<file path="src/rtl/dmem_arbiter.sv">
// dmem_arbiter: two-requester arbiter in front of a single-port data memory.
// Each access takes three cycles: sample (IDLE), memory strobe (ACCESS) and
// response (RESP). Requester 0 is the CPU data port, requester 1 the DMA/loader.
// Build option: define DMEM_ARB_RR_EN for round-robin on simultaneous requests;
// without it requester 0 always wins ties.
module dmem_arbiter #(
   parameter int AW = 32,
   parameter int DW = 32
) (
   input  logic          clk,
   input  logic          rst_n,
   input  logic          m0_req,
   input  logic          m0_we,
   input  logic [AW-1:0] m0_addr,
   input  logic [DW-1:0] m0_wdata,
   output logic          m0_gnt,
   output logic          m0_rvalid,
   output logic [DW-1:0] m0_rdata,
   input  logic          m1_req,
   input  logic          m1_we,
   input  logic [AW-1:0] m1_addr,
   input  logic [DW-1:0] m1_wdata,
   output logic          m1_gnt,
   output logic          m1_rvalid,
   output logic [DW-1:0] m1_rdata,
   output logic          mem_re,
   output logic          mem_we,
   output logic [AW-1:0] mem_addr,
   output logic [DW-1:0] mem_wdata,
   input  logic [DW-1:0] mem_rdata
);

   typedef enum logic [1:0] {IDLE, ACCESS, RESP} state_e;

   state_e        state_q, state_d;
   logic          win_q, win_d;
   logic          last_q, last_d;
   logic          we_q, we_d;
   logic [AW-1:0] addr_q, addr_d;
   logic [DW-1:0] wdata_q, wdata_d;
   logic [DW-1:0] rdata_q, rdata_d;
   logic          sel;

   // Pick the requester that would win if the arbiter samples this cycle
   always_comb begin
      sel = 1'b0;
      if (m0_req && m1_req) begin
`ifdef DMEM_ARB_RR_EN
         sel = ~last_q;
`else
         sel = 1'b0;
`endif
      end else if (m1_req) begin
         sel = 1'b1;
      end
   end

   // Next-state logic: latch the winner's request in IDLE, capture read data leaving ACCESS
   always_comb begin
      state_d = state_q;
      win_d   = win_q;
      last_d  = last_q;
      we_d    = we_q;
      addr_d  = addr_q;
      wdata_d = wdata_q;
      rdata_d = rdata_q;
      case (state_q)
         IDLE: begin
            if (m0_req || m1_req) begin
               state_d = ACCESS;
               win_d   = sel;
               we_d    = sel ? m1_we    : m0_we;
               addr_d  = sel ? m1_addr  : m0_addr;
               wdata_d = sel ? m1_wdata : m0_wdata;
            end
         end
         ACCESS: begin
            state_d = RESP;
            rdata_d = mem_rdata;
            last_d  = win_q;
         end
         RESP:    state_d = IDLE;
         default: state_d = IDLE;
      endcase
   end

   // Output decode: strobes and grant only in ACCESS, response only in RESP
   always_comb begin
      m0_gnt    = 1'b0;
      m1_gnt    = 1'b0;
      m0_rvalid = 1'b0;
      m1_rvalid = 1'b0;
      m0_rdata  = '0;
      m1_rdata  = '0;
      mem_re    = 1'b0;
      mem_we    = 1'b0;
      mem_addr  = '0;
      mem_wdata = '0;
      if (state_q == ACCESS) begin
         m0_gnt    = ~win_q;
         m1_gnt    = win_q;
         mem_re    = ~we_q;
         mem_we    = we_q;
         mem_addr  = addr_q;
         mem_wdata = wdata_q;
      end
      if (state_q == RESP) begin
         m0_rvalid = ~win_q;
         m1_rvalid = win_q;
         if (!we_q) begin
            if (win_q) m1_rdata = rdata_q;
            else       m0_rdata = rdata_q;
         end
      end
   end

   // Control state with asynchronous reset; last winner resets to 1 so requester 0 wins the first tie
   always_ff @(posedge clk or negedge rst_n) begin
      if (!rst_n) begin
         state_q <= IDLE;
         win_q   <= 1'b0;
         last_q  <= 1'b1;
         we_q    <= 1'b0;
         rdata_q <= '0;
      end else begin
         state_q <= state_d;
         win_q   <= win_d;
         last_q  <= last_d;
         we_q    <= we_d;
         rdata_q <= rdata_d;
      end
   end

   // Request payload; only observed while ACCESS, so no reset is needed
   always_ff @(posedge clk) begin
      addr_q  <= addr_d;
      wdata_q <= wdata_d;
   end

endmodule

</file>
<file path="config.mk">
export PLATFORM = sky130hd
export DESIGN_NAME = dmem_arbiter
export DESIGN_NICKNAME = d
export VERILOG_FILES = /design/src/rtl/dmem_arbiter.sv
export SDC_FILE = /design/constraint.sdc
export NUM_CORES = 1
export LEC_CHECK = 0
export CORE_MARGIN = 1
export CORE_UTILIZATION = 37
export CTS_BUF_LIST = sky130_fd_sc_hd__clkbuf_16
export CTS_CLUSTER_DIAMETER = 200
export DETAILED_ROUTE_END_ITERATION = 10
export PLACE_DENSITY = 0.8
export SETUP_SLACK_MARGIN = 0.2
export SLEW_MARGIN = 10
export SYNTH_ARGS = -nofsm -noshare
export SYNTH_HDL_FRONTEND = slang
export SYNTH_SLANG_ARGS = --single-unit
</file>
<file path="constraint.sdc">
create_clock -name clk -period 6.5 [get_ports clk]
set_clock_uncertainty 0.05 [all_clocks]
set_input_delay 1.625 -clock clk [delete_from_list [all_inputs] [get_ports clk]]
set_output_delay 1.625 -clock clk [all_outputs]
set_load 0.05 [all_outputs]
</file>
# Word-level counts from Yosys, hierarchy flattened
# Cells that the tools add are included.
[word_totals]
register_bits = 100
input_bits = 166
out_inout_bits = 134
word_cells = 36
[op_classes]
n_eq_ne = 3
muxes = 21
bitwise_logic = 2
reduce_logical = 4
[ops]
columns = ["op", "count"]
rows = [
  ["2-to-1 mux 32 bit", 10],
  ["2-to-1 mux 1 bit", 9],
  ["one-hot mux 2 bit (2 select lines)", 1],
  ["equality test 2 x 1 -> 1 bit, second input constant", 1],
  ["equality test 2 bit, second input constant", 1],
  ["zero test 2 bit", 1],
  ["2-to-1 mux 2 bit", 1],
  ["inequality test 2 bit, second input constant", 1],
  ["inverter 1 bit", 2],
  ["AND reduction 2 bit", 1],
  ["logical AND 1 bit", 1],
  ["logical OR 1 bit", 1],
]

# Logic depth before layout (Yosys ltp)
# Gate-level depths: netlist of run 1.
[logic_depth]
ltp_word = 3
mapped_depth = 7

# Worst setup path before layout of run 1
# No wires, ideal clock.
[synth_path]
kind = "in2reg"
from = "input port m0_req"
to = "register we_q"
setup_ps = 128
arrival_ps = 3572
required_ps = 6322
slack_ps = 2750
path_stages = 2
n_path_buf = 0
cell_sequence = "o21a_1 -> mux2_2"
[synth_via]
elab_chain_len = 3
elab_cells_between_ends = 5
[synth_lines]
columns = ["element", "line", "source"]
rows = [
  ["from (decl)", "12", "input logic m0_req,"],
  ["logical AND 1 bit", "47", "if (m0_req && m1_req) begin"],
  ["2-to-1 mux 1 bit", "47", ""],
  ["2-to-1 mux 1 bit", "72", "we_d = sel ? m1_we : m0_we;"],
  ["to (signal assigned)", "129", "we_q <= we_d;"],
  ["to (decl)", "38", "logic we_q, we_d;"],
]
# Several ways; a longest one is shown, not always the timed one.
# A chain may end at the register's enable or synchronous reset.

# Worst setup path in the final report of run 1
[layout_path]
from = "register state_q[1]"
to = "output port mem_addr[27]"
[layout_via]
elab_chain_len = 2
[layout_lines]
columns = ["element", "line", "source"]
rows = [
  ["from (decl)", "35", "state_e state_q, state_d;"],
  ["from (signal assigned)", "126", "state_q <= state_d;"],
  ["equality test 2 x 1 -> 1 bit", "--", ""],
  ["2-to-1 mux 32 bit", "99", "if (state_q == ACCESS) begin"],
  ["to (decl)", "28", "output logic [AW-1:0] mem_addr,"],
]
# Every way passes these cells.

==> results of run 1 <==
layer usage:
layer	wire, um	track usage (%)
met2	7480	38.9
met5	0	0
met3	1160	5.89
met1	5130	21.3
met4	302	7.05
stage by stage:
| step | std cells | total power, uW | setup WS [ns] | util [%] |
|---|---|---|---|---|
| floorplan | 434 | 2200 | 2.75 | - |
| global placement | 887 | 2770 | 2.00 | 61.2 |
| detailed placement | 887 | 2820 | 1.91 | 61.2 |
| CTS | 902 | 3320 | 1.54 | 63.3 |
| global route | 902 | 3460 | 1.38 | 63.3 |
| finish | 902 | 3280 | 1.61 | 63.3 |
sequential cells by signal, indices dropped and copies added, names as in the netlist:
signal / count
wdata_q: 32
we_q: 1
state_q: 2
win_q: 1
rdata_q: 32
addr_q: 32
where the power goes:
group	switching (uW)	internal, uW	leakage (uW)
Clock	218	276	0.000146
Combinational	1120	590	0.00210
Sequential	118	958	0.00105
Total	1460	1820	0.00330
cell usage in the layout (no fill, tap or decap):
cell,netlist,routed
nand2b_1,3,2
and2b_1,1,1
nand2_1,96,96
and3b_1,1,1
nor3_2,1,1
a21oi_1,2,2
inv_2,1,2
dfrtp_1,36,36
buf_2,7,1
edfxtp_1,64,64
clkinv_2,0,2
nor2_1,4,4
and2_1,130,130
clkbuf_16,0,10
nand2b_2,0,1
buf_4,1,5
inv_1,0,2
o21a_1,2,1
o21a_2,0,1
mux2_2,66,66
clkdlybuf4s50_1,0,298
critical path, delay by kind of cell (launching register included):
kind	cells	cell delay (ns)
buf+inv	4	2.08
flops	1	0.40
simple gates	2	0.36
worst paths after layout:
check / startpoint / end / cells after the start
min in group asynchronous: rst_n / rdata_q[27] / 1
max in group asynchronous: rst_n / rdata_q[20] / 1
worst min-delay path: rdata_q[3] / rdata_q[3] / 2
worst min register to register: rdata_q[3] / rdata_q[3] / 2
worst max register to register: state_q[0] / we_q / 4
worst max-delay path: state_q[1] / mem_addr[27] / 6
cell families after synthesis:
logic type	after synthesis	synth area share, %
and+or+nand+nor	236	24.7
DFF	100	56.4
muxes	66	14.9
buffers and inverters	28	3.55
AOI/OAI and AO/OA	4	0.500
final cells by class:
cell class	count	area (um2)
fill	1046	4840
tap	176	220
clock buffer	10	250
inverter	1	3.75
multi-input combinational	306	2010
clock inverter	5	21.3
sequential	100	2820
timing repair buffer	304	3030
==> metrics.csv, run 1 <==
stage,metric,value,unit
run_status,outcome,"complete, no violations",
hold_path,hold crit path type,flop to flop,
yosys,share of the synthesized area in the top cell type,38.4,%
setup_path,flop-to-flop setup slack,4.08,ns
timing,# setup viols final,0,
placed_design,Port Buf Inserts,299,
final_layout,Layout Area Growth over Synthesis,66.9,%
clock_network,CTS buffer count,9,
setup_path,data arrival time of the worst path,3.22,ns
setup_path,crit path capture type,output pin,
global_route,grt ovf,0,
final_layout,Ant. Diodes,0,
yosys,Synth Cell Area,5000,um2
yosys,Yosys top cell by area,edfxtp_1,
clock_network,"Clk Latency, worst-skew pair",0.33,ns
global_route,first-pass GRT wire length,22100,um
setup_path,crit-path cells,"nand2b_1, buf_4, inv_2, buf_4, and2_1, clkdlybuf4s50_1",
clock_network,Worst-path clk slew,0.06,ns
timing,Worst-Margin Slew,1.03,ns
timing,min Tclk post-route,4.89,ns
detailed_routing,Detailed Routing Iterations Pass 1,4,
detailed_routing,Vias/cell,4.54,
die,core area,13200,um2
yosys,sequential fraction of the synthesis area,56.4,%
timing,Fin. Hold Viols,0,
detailed_routing,initial drt markers,153,
run,total of max-cap violations,0,
yosys,async set-reset flop share out of synthesis,36.0,%
die,Ports,300,
die,die width,118,um
timing,RSZ-0062 raised after global routing,false,
detailed_routing,Post-route DRC,0,
placed_design,hpwl dp,10800,um
detailed_routing,via count of the routed design,4094,
power,static leakage,0.00330,uW
final_layout,NumNets Final,888,
placed_design,placed inst area,8080,um2
timing,fin crit share,75.3,%
die,chip height,118,um
detailed_routing,drt wl/cell,15.6,um
final_layout,layout cells sized above 1,12.3,%
timing,Slew HR,31.1,%
yosys,post-synthesis net count,600,
setup_path,crit path max fanout,54,
setup_path,slowest CP cell,clkdlybuf4s50_1,
timing,maximum clock frequency,204,MHz
clock_network,post-CTS sizing,0,
global_route,Overall Global Routing Usage,20.5,%
yosys,"count leader, synth",and2_1,
yosys,number of synthesized flops with an enable pin,64,
clock_network,clk sink count,100,
global_route,vias in the first global route,4308,
timing,Hold WS,0.447,ns
die,die area,14000,um2
placed_design,routability cong.,0.833,
yosys,Mean Syn Cell Area,11.5,um2
yosys,Synth Register Bits,100,
setup_path,crit start category,flop,
yosys,Main synth FF type,edfxtp_1,
power,PD cells,393,nW/um2
final_layout,design area,8350,um2
timing,setup tns final,0,ns
global_route,initial antenna violation count,0,
clock_network,CTS tree,built,
setup_path,critical path required time,4.83,ns
clock_network,CTS Buffer Depth,2,
setup_path,cell repeated most along the worst path,buf_4,
yosys,Yosys cell types,17,
detailed_routing,Routed Antenna Nets,0,
power,VDD IR-drop max,276,uV
setup_path,CP peak stage delay,0.80,ns
timing,Slew Limit Fails,0,
yosys,Cells after Synth,434,
die,initial core utilization,37.9,%
global_route,largest net degree at the start of global routing,55,
yosys,synth warn,0,
clock_network,# Post-CTS Setup Buffers,0,
clock_network,# hold bufs at CTS,0,
yosys,ranking of synthesized cells by area,"edfxtp_1 38%, dfrtp_1 18%, and2_1 16%",
setup_path,critical path start-end classification,flop to output pin,
detailed_routing,Post-Route WL,14100,um
clock_network,H-tree Lvls,3,
yosys,synth cell count leaders,"130 x and2_1, 96 x nand2_1, 66 x mux2_2",
clock_network,Clock Tree Root,clkbuf_16,
die,site row count,42,
(Power assumes the default switching activity.)
==> run 2, diff against run 1 <==
--- a/config.mk
+++ b/config.mk
@@ -6,11 +6,11 @@
 export NUM_CORES = 1
 export LEC_CHECK = 0
 export CORE_MARGIN = 1
-export CORE_UTILIZATION = 37
+export CORE_UTILIZATION = 34
 export CTS_BUF_LIST = sky130_fd_sc_hd__clkbuf_16
 export CTS_CLUSTER_DIAMETER = 200
 export DETAILED_ROUTE_END_ITERATION = 10
-export PLACE_DENSITY = 0.8
+export PLACE_DENSITY = 0.77
 export SETUP_SLACK_MARGIN = 0.2
 export SLEW_MARGIN = 10
 export SYNTH_ARGS = -nofsm -noshare
==> constraint.sdc (replaced) <==
create_clock -name clk -period 4.1 [get_ports clk]
set_clock_uncertainty 0.05 [all_clocks]
set_input_delay 1.025 -clock clk [delete_from_list [all_inputs] [get_ports clk]]
set_output_delay 1.025 -clock clk [all_outputs]
set_load 0.05 [all_outputs]
==> run 2 against run 1 <==
  * Non-clock buffer count increased by 1
  * Via count is 1.8% higher
  * Final cell count grew 0.67%
  * Total power rose by 80%
  * Routed wire length grew 7.2%
  * Clock-buffer cell count decreased by 1
  * Sequential share of layout area decreased by 2.7 points
  * Combinational power up 98%
  * Sequential cell count unchanged
  * First-iteration DRC count shrank 25%
  * Critical path type unchanged
  * Critical endpoint is now m1_rdata[10]
==> metrics.csv, run 2 (synthesis results as in run 1) <==
stage,metric,value,unit,change
run_status,outcome,"complete, no violations",,unchanged
setup_path,critical path start-end classification,flop to output pin,,unchanged
clock_network,CTS buffer count,9,,unchanged
timing,Slew Limit Fails,0,,unchanged
setup_path,R2R cell count,5,,was 4
final_layout,Fillers,1022,,was 1046
hold_path,Hold Startpoint,rdata_q[17],,was rdata_q[3]
clock_network,"Clk Latency, worst-skew pair",0.33,ns,about the same
detailed_routing,Post-Route WL,15100,um,was 14100 um
timing,setup tns final,0,ns,unchanged
detailed_routing,Post-route DRC,0,,unchanged
clock_network,Worst-path clk slew,0.07,ns,was 0.06 ns
hold_path,hold crit path type,flop to flop,,unchanged
clock_network,# hold bufs at CTS,0,,unchanged
timing,fin crit share,85.9,%,
placed_design,placed cell count,892,,was 887
clock_network,Clock Tree Root,clkbuf_16,,unchanged
die,core area,14100,um2,was 13200 um2
setup_path,flop-to-flop setup slack,2.32,ns,was 4.08 ns
final_layout,most frequent cells in the layout,"230 x clkdlybuf4s50_1, 130 x and2_1, 96 x nand2_1",,"was 298 x clkdlybuf4s50_1, 130 x and2_1, 96 x nand2_1"
die,chip height,123,um,was 118 um
setup_path,crit path max fanout,32,,was 54
final_layout,"most common cell after layout, fill and taps aside",clkdlybuf4s50_1,,unchanged
global_route,largest net degree at the start of global routing,66,,was 55
power,VDD IR-drop max,273,uV,was 276 uV
final_layout,NumNets Final,889,,was 888
timing,min Tclk post-route,3.52,ns,
clock_network,CTS Buffer Depth,2,,unchanged
final_layout,Largest regs,"addr_q: 32 flops, rdata_q: 32 flops, wdata_q: 32 flops",,unchanged
global_route,Overall Global Routing Usage,20.1,%,was 20.5%
timing,maximum clock frequency,284,MHz,
timing,Fin. Hold Viols,0,,unchanged
clock_network,post-CTS sizing,0,,unchanged
placed_design,routability cong.,0.784,,was 0.833
setup_path,R2R Path End,rdata_q[25],,was we_q
power,PD cells,652,nW/um2,was 393 nW/um2
placed_design,Port Buf Inserts,299,,unchanged
final_layout,Ant. Diodes,0,,unchanged
run,total of max-cap violations,0,,unchanged
setup_path,data arrival time of the worst path,2.45,ns,was 3.22 ns
final_layout,area occupied by multi-input gates,2010,um2,about the same
detailed_routing,Vias/cell,4.59,,was 4.54
setup_path,crit start category,flop,,unchanged
die,die width,123,um,was 118 um
clock_network,clk sink count,100,,unchanged
hold_path,cell count of the worst hold path,2,,unchanged
final_layout,layout cells sized above 1,22.0,%,was 12.3%
clock_network,CTS tree,built,,unchanged
final_layout,Layout Area Growth over Synthesis,81.2,%,was 66.9%
global_route,first-pass GRT wire length,22300,um,was 22100 um
detailed_routing,via count of the routed design,4166,,was 4094
hold_path,Min-Delay Endpoint,rdata_q[17],,was rdata_q[3]
global_route,initial antenna violation count,0,,unchanged
global_route,grt ovf,0,,unchanged
detailed_routing,drt wl/cell,16.6,um,was 15.6 um
timing,# setup viols final,0,,unchanged
detailed_routing,Routed Antenna Nets,0,,unchanged
final_layout,final std cells w/o fill,908,,was 902
setup_path,crit path capture type,output pin,,unchanged
power,static leakage,0.00365,uW,was 0.00330 uW
clock_network,H-tree Lvls,3,,unchanged
timing,RSZ-0062 raised after global routing,false,,unchanged
die,initial core utilization,35.5,%,was 37.9%
die,Ports,300,,unchanged
final_layout,register area,2820,um2,unchanged
placed_design,hpwl dp,12000,um,was 10800 um
clock_network,# Post-CTS Setup Buffers,0,,unchanged
timing,Worst-Margin Slew,0.796,ns,was 1.03 ns
global_route,vias in the first global route,4270,,was 4308
detailed_routing,initial drt markers,114,,was 153
timing,Slew HR,46.9,%,was 31.1%
setup_path,reg2reg start,state_q[1],,was state_q[0]
die,site row count,43,,was 42
setup_path,critical path required time,3.02,ns,was 4.83 ns
die,die area,15200,um2,was 14000 um2
detailed_routing,Detailed Routing Iterations Pass 1,4,,unchanged
## run 2: stage by stage
step                      hold slack (ns)  util, %  total power (uW)  cell area [um2]  worst slack, ns
after CTS                           0.441     64.3              5970             9060            0.244
after global placement              0.421     62.2              5060             8770            0.757
final                               0.438     64.3              5910             9060            0.578
after global routing                0.475     64.3              6170             9060            0.458
after floorplan                     0.401        -              3480             5000            0.950
after detailed placement            0.423     62.2              5120             8770            0.617
## run 2: final cells by class
class | instances | area share, %
inverters | 1 | 0.0414
multi-input cells | 306 | 22.1
repair buffers | 305 | 41.0
clock buffers | 9 | 2.49
clock inverters | 7 | 0.718
flip-flops and latches | 100 | 31.1
well taps | 180 | 2.49
## run 2: per-layer routing
layer	global-route usage, %	share of wire (%)	vias to the layer above
met5	0	0	-
met4	8.81	3.3	0
met3	4.80	6.4	28
met2	37.3	54	195
met1	21.6	36	1935
li1	-	-	2008
## run 2: worst max-delay path by stage
| stage | from | slack [ns] | to | depth (start not counted) |
|---|---|---|---|---|
| after floorplan | m0_req | 0.95 | we_q | 2 |
| after global placement | state_q[0] | 0.76 | m1_rdata[9] | 4 |
| after detailed placement | win_q | 0.62 | m1_rdata[10] | 4 |
| after CTS | win_q | 0.24 | m1_rdata[10] | 4 |
| after global routing | win_q | 0.46 | m1_rdata[25] | 4 |
| final | win_q | 0.58 | m1_rdata[10] | 4 |
## run 2: critical path: stages, from the launching register on
cell and delay [ns]:
dfrtp_1 0.43, and3b_1 0.21, and2b_2 0.43, and2_1 0.20
clkdlybuf4s50_1 0.82
## run 2: power by group
part	leakage (uW)	switching, uW	internal, uW
Combinational	0.00244	1970	1420
Sequential	0.00105	162	1510
Clock	0.000149	364	471
==> run 3, diff against run 2 <==
--- a/config.mk
+++ b/config.mk
@@ -11,7 +11,6 @@
 export CTS_CLUSTER_DIAMETER = 200
 export DETAILED_ROUTE_END_ITERATION = 10
 export PLACE_DENSITY = 0.77
-export SETUP_SLACK_MARGIN = 0.2
 export SLEW_MARGIN = 10
 export SYNTH_ARGS = -nofsm -noshare
 export SYNTH_HDL_FRONTEND = slang
==> run 3 against run 2 <==
  * First-iteration DRC count unchanged
  * Register-to-register slack about the same
  * Via count unchanged
  * Fmax down 6.6%
  * Worst setup slack worse by 0.25 ns
  * Final cell count unchanged
  * Largest cell class unchanged
  * Design area about the same
  * Clock power about the same
  * Die area unchanged
  * Total power about the same
  * Worst hold slack unchanged
  * Global-route usage unchanged
==> metrics.csv, run 3 (synthesis results as in run 1) <==
stage,metric,value,unit,change
run_status,outcome,"complete, no violations",,unchanged
die,chip height,123,um,unchanged
clock_network,# Post-CTS Setup Buffers,0,,unchanged
clock_network,clk sink count,100,,unchanged
final_layout,NumNets Final,889,,unchanged
setup_path,crit path max fanout,32,,unchanged
setup_path,R2R Path End,rdata_q[25],,unchanged
global_route,vias in the first global route,4270,,unchanged
detailed_routing,Routed Antenna Nets,0,,unchanged
clock_network,"Clk Latency, worst-skew pair",0.33,ns,about the same
setup_path,crit-path cells,"and3b_1, and2b_1, and2_1, clkdlybuf4s50_1",,"was and3b_1, and2b_2, and2_1, clkdlybuf4s50_1"
setup_path,data arrival time of the worst path,2.70,ns,was 2.45 ns
final_layout,Ant. Diodes,0,,unchanged
setup_path,critical path required time,3.02,ns,about the same
timing,fin crit share,92.0,%,was 85.9%
detailed_routing,Post-Route WL,15100,um,unchanged
clock_network,post-CTS sizing,0,,unchanged
detailed_routing,drt wl/cell,16.6,um,unchanged
timing,RSZ-0062 raised after global routing,false,,unchanged
global_route,largest net degree at the start of global routing,66,,unchanged
global_route,first-pass GRT wire length,22300,um,unchanged
timing,Final WS setup,0.328,ns,was 0.578 ns
placed_design,routability cong.,0.784,,unchanged
timing,# setup viols final,0,,unchanged
setup_path,slowest CP cell,clkdlybuf4s50_1,,unchanged
final_layout,design area,9060,um2,about the same
die,site row count,43,,unchanged
hold_path,hold crit path type,flop to flop,,unchanged
die,Ports,300,,unchanged
power,Total Power,5910,uW,about the same
timing,Worst-Margin Slew,0.796,ns,unchanged
setup_path,crit start category,flop,,unchanged
placed_design,placed inst area,8770,um2,unchanged
clock_network,CTS Buffer Depth,2,,unchanged
global_route,grt ovf,0,,unchanged
clock_network,CTS buffer count,9,,unchanged
timing,maximum clock frequency,265,MHz,was 284 MHz
die,die area,15200,um2,unchanged
die,initial core utilization,35.5,%,unchanged
setup_path,R2R cell count,5,,unchanged
power,static leakage,0.00365,uW,about the same
clock_network,H-tree Lvls,3,,unchanged
detailed_routing,initial drt markers,114,,unchanged
clock_network,# hold bufs at CTS,0,,unchanged
die,core area,14100,um2,unchanged
clock_network,CTS tree,built,,unchanged
clock_network,Clock Tree Root,clkbuf_16,,unchanged
placed_design,Port Buf Inserts,299,,unchanged
final_layout,Layout Area Growth over Synthesis,81.1,%,was 81.2%
setup_path,critical path start-end classification,flop to output pin,,unchanged
timing,min Tclk post-route,3.77,ns,was 3.52 ns
detailed_routing,Post-route DRC,0,,unchanged
power,PD cells,652,nW/um2,about the same
final_layout,most frequent cells in the layout,"230 x clkdlybuf4s50_1, 130 x and2_1, 96 x nand2_1",,unchanged
global_route,Overall Global Routing Usage,20.1,%,unchanged
timing,Slew HR,46.9,%,unchanged
global_route,initial antenna violation count,0,,unchanged
placed_design,"worst slack, placed",0.617,ns,unchanged
detailed_routing,via count of the routed design,4166,,unchanged
timing,Fin. Hold Viols,0,,unchanged
timing,Slew Limit Fails,0,,unchanged
setup_path,flop-to-flop setup slack,2.32,ns,about the same
setup_path,reg2reg start,state_q[1],,unchanged
final_layout,layout cells sized above 1,21.8,%,was 22.0%
setup_path,crit path capture type,output pin,,unchanged
placed_design,hpwl dp,12000,um,unchanged
run,total of max-cap violations,0,,unchanged
final_layout,"most common cell after layout, fill and taps aside",clkdlybuf4s50_1,,unchanged
setup_path,critical path launch point,win_q,,unchanged
clock_network,Worst-path clk slew,0.07,ns,about the same
final_layout,Largest regs,"addr_q: 32 flops, rdata_q: 32 flops, wdata_q: 32 flops",,unchanged
detailed_routing,Vias/cell,4.59,,unchanged
setup_path,CP peak stage delay,0.82,ns,about the same
setup_path,worst setup path endpoint,m1_rdata[10],,unchanged
power,VDD IR-drop max,273,uV,unchanged
timing,setup tns final,0,ns,unchanged
detailed_routing,Detailed Routing Iterations Pass 1,4,,unchanged
die,die width,123,um,unchanged
==> run 3: cell counts in the layout (fill, tap and decap cells not counted) <==
Identical to the previous run, type by type.
==> run 3: how the worst min path moves through the flow <==
stage	start	end	slack [ns]	depth (start not counted)
2_1_floorplan	rdata_q[0]	rdata_q[0]	0.40	2
3_3_place_gp	rdata_q[28]	rdata_q[28]	0.42	2
3_5_place_dp	rdata_q[21]	rdata_q[21]	0.42	2
4_1_cts	rdata_q[21]	rdata_q[21]	0.44	2
5_1_grt	rdata_q[10]	rdata_q[10]	0.48	2
6_report	rdata_q[17]	rdata_q[17]	0.44	2
==> run 3: worst max-delay path, delay by kind of cell, from the launching register on <==
kind | cells | cell delay (ns)
flops | 1 | 0.43
buf+inv | 1 | 0.82
simple gates | 3 | 1.09
==> run 3: where the power goes <==
| group | total (uW) | switching, uW | leakage [uW] | internal (uW) |
|---|---|---|---|---|
| logic | 3390 | 1970 | 0.00245 | 1420 |
| clock network | 835 | 364 | 0.000149 | 471 |
| registers | 1680 | 162 | 0.00105 | 1510 |
==> run 3: routing by layer <==
layer | up-vias | share of wire (%) | track usage, % | routed length (um)
met2 | 195 | 54 | 37.3 | 8160
met1 | 1935 | 36 | 21.6 | 5470
met3 | 28 | 6.4 | 4.80 | 962
met5 | - | 0 | 0 | 0
met4 | 0 | 3.3 | 8.81 | 491
li1 | 2008 | - | - | -
==> run 3: area by class of cell <==
cell class / instances / area (um2)
clock buffer: 9 / 225
timing repair buffer: 305 / 3710
sequential: 100 / 2820
clock inverter: 7 / 65.1
tap: 180 / 225
inverter: 1 / 3.75
fill: 1022 / 5030
multi-input combinational: 306 / 2010
==> run 3: stage by stage <==
stage / hold WS [ns] / cells / util [%]
final: 0.438 / 908 / 64.3
after global routing: 0.475 / 908 / 64.3
after CTS: 0.441 / 908 / 64.3
after detailed placement: 0.423 / 892 / 62.2
after global placement: 0.421 / 892 / 62.2
after floorplan: 0.401 / 434 / -
==> RTL edit: new RTL, config.mk and constraints of run 3 <==
The option `DMEM_ARB_RR_EN` is turned on by a define.
--- a/src/rtl/dmem_arbiter.sv
+++ b/src/rtl/dmem_arbiter.sv
@@ -4,4 +4,6 @@
 // Build option: define DMEM_ARB_RR_EN for round-robin on simultaneous requests;
 // without it requester 0 always wins ties.
+`define DMEM_ARB_RR_EN
+
 module dmem_arbiter #(
    parameter int AW = 32,
Function: changed (a bounded check fails within 10 cycles, from zero or initial values and one cycle with rst_n low).
==> RTL edit against run 3 <==
Final area is 4.2% higher. Routed wire length is 5.4% lower. Synthesized cell count is 0.23% higher. Setup slack better by 0.31 ns. Total power is 2.1% higher. Area after synthesis is 7.5% higher. Sequential cell count is 1 higher.
==> RTL edit: results (changes against run 3) <==
| Metric | Value |
|---|---|
| Worst-margin pin slew | 0.825 ns (+0.0292 ns) |
| Initial DRC count | 111 (-2.6%) |
| Vias in the first global route | 4365 (+2.2%) |
| Synth cell count leaders | 110 x and2_1, 96 x nand2_1, 64 x edfxtp_1, 49 x mux2_4, 36 x dfrtp_1 |
| Pre-Repair DR Iteration Count | 4 (unchanged) |
| Drt wl/cell | 15.1 um (-9.1%) |
| Post-synthesis adder-cell area fraction | 0% (unchanged) |
| Distinct cell type count after synthesis | 22 (+5) |
| RePlAce Congestion | 0.787 (+0.38%) |
| Clk slew on worst S/H paths | 0.07 ns (about the same) |
| H-tree levels | 3 (unchanged) |
| Largest net degree at the start of global routing | 82 (+24%) |
| Vias per cell | 4.44 (-3.1%) |
| Synth Area in Compound Gates | 0.489% (-0.012 points) |
| LEAKAGE | 3.90 nW (+6.8%) |
| Dpl hpwl | 11500 um (-4.0%) |
| Reg2Reg Depth | 5 (unchanged) |
| Largest cells by area after synthesis | edfxtp_1 36%, dfrtp_1 17%, mux2_4 14%, and2_1 13%, nand2_1 6.7% |
| Worst path max stage delay | 0.80 ns (-0.02 ns) |
| Share of cells above drive strength 1 | 25.3% (+3.5 points) |
| Dpl ws | 0.960 ns (+0.343 ns) |
| Maximum VDD drop | 0.295 mV (+7.9%) |
| Clk root buf | clkbuf_16 |
| # Post-CTS Setup Buffers | 0 (unchanged) |
| Critical-path maximum fanout | 32 (unchanged) |
| Sequential fraction of the synthesis area | 53.0% (-3.5 points) |
| Nets | 895 (+0.67%) |
| Status | completed |
| Xor/xnor share of the synthesized area | 0% (unchanged) |
| GRT Util Overall | 17.6% (-2.5 points) |
| Inserted Clock Buffers | 9 (unchanged) |
| Initial antenna violation count | 0 (unchanged) |
| Net Count, Synth | 601 (+0.17%) |
| Worst-Skew Late Latency | 0.34 ns |
| Post-CTS sizing | 0 (unchanged) |
| Yosys warns | 0 (unchanged) |
| CP max-delay cell | clkdlybuf4s50_1 |
| Synth async-reset ratio | 36.6% (+0.63 points) |
| CP Data Arrival Time | 2.39 ns (-0.31 ns) |
| First-pass GRT wire length | 21900 um (-1.6%) |
| Mux cell area share after synthesis | 17.4% (+2.6 points) |
-- RTL edit: cell count changes after synthesis, sizes merged --
cell	before	now
buf	16	19
clkbuf	11	8
a21oi	2	0
nor3	1	3
o21a	2	0
a21boi	0	1
a21o	0	1
dfstp	0	1
mux2	66	67
nand2b	3	2
-- RTL edit: final cells by class --
type                    count  area (sq um)
repair buffers            310          3760
inverters                   1          6.26
clock buffers               9           225
well taps                 211           264
multi-input cells         306          2270
fillers                  1182          5880
clock inverters             7          71.3
flip-flops and latches    101          2850
-- RTL edit: worst register-to-register path: cells and delay by family, from the launching register on --
| kind | cells | cell delay, ns |
|---|---|---|
| buffers and inverters | 2 | 0.93 |
| and+or+nand+nor | 3 | 0.48 |
| DFF | 1 | 0.44 |
-- RTL edit: layer usage --
| layer | vias up | GRT usage [%] | routed length (um) |
|---|---|---|---|
| li1 | 2015 | - | - |
| met1 | 1963 | 17.9 | 5170 |
| met3 | 25 | 4.42 | 1080 |
| met4 | 0 | 8.44 | 446 |
| met2 | 197 | 33.4 | 7580 |
| met5 | - | 0 | 0 |
-- RTL edit: worst paths after layout --
| kind | slack, ns | from | endpoint |
|---|---|---|---|
| max | 0.63 | state_q[0] | m1_rdata[24] |
| min | 0.44 | rdata_q[5] | rdata_q[5] |
| max reg2reg | 2.14 | state_q[1] | rdata_q[2] |
| min reg2reg | 0.44 | rdata_q[5] | rdata_q[5] |
| max in group asynchronous | 2.75 | rst_n | rdata_q[22] |
| min in group asynchronous | 0.73 | rst_n | rdata_q[20] |
-- RTL edit: per-stage QoR --
| step | util (%) | cell area, sq um | total power, W | instances | hold slack (ns) |
|---|---|---|---|---|---|
| 3_5_place_dp | 59.7 | 9140 | 0.00524 | 929 | 0.431 |
| 4_1_cts | 61.6 | 9440 | 0.00610 | 945 | 0.448 |
| 3_3_place_gp | 59.7 | 9140 | 0.00515 | 929 | 0.425 |
| 6_report | 61.6 | 9440 | 0.00603 | 945 | 0.444 |
| 5_1_grt | 61.6 | 9440 | 0.00631 | 945 | 0.469 |
| 2_1_floorplan | - | 5380 | 0.00370 | 435 | 0.400 |
-- RTL edit: power breakdown --
group / leakage [nW] / switching (W) / internal (W) / total, W
Clock: 0.140 / 0.000381 / 0.000475 / 0.000855
Combinational: 2.69 / 0.00192 / 0.00151 / 0.00343
Sequential: 1.07 / 0.000183 / 0.00156 / 0.00174
Total: 3.90 / 0.00249 / 0.00354 / 0.00603
-- RTL edit: cell families after synthesis --
kind of cell | count (synthesis)
and+or+nand+nor | 237
DFF | 101
buffers and inverters | 28
AOI/OAI and AO/OA | 2
muxes | 67
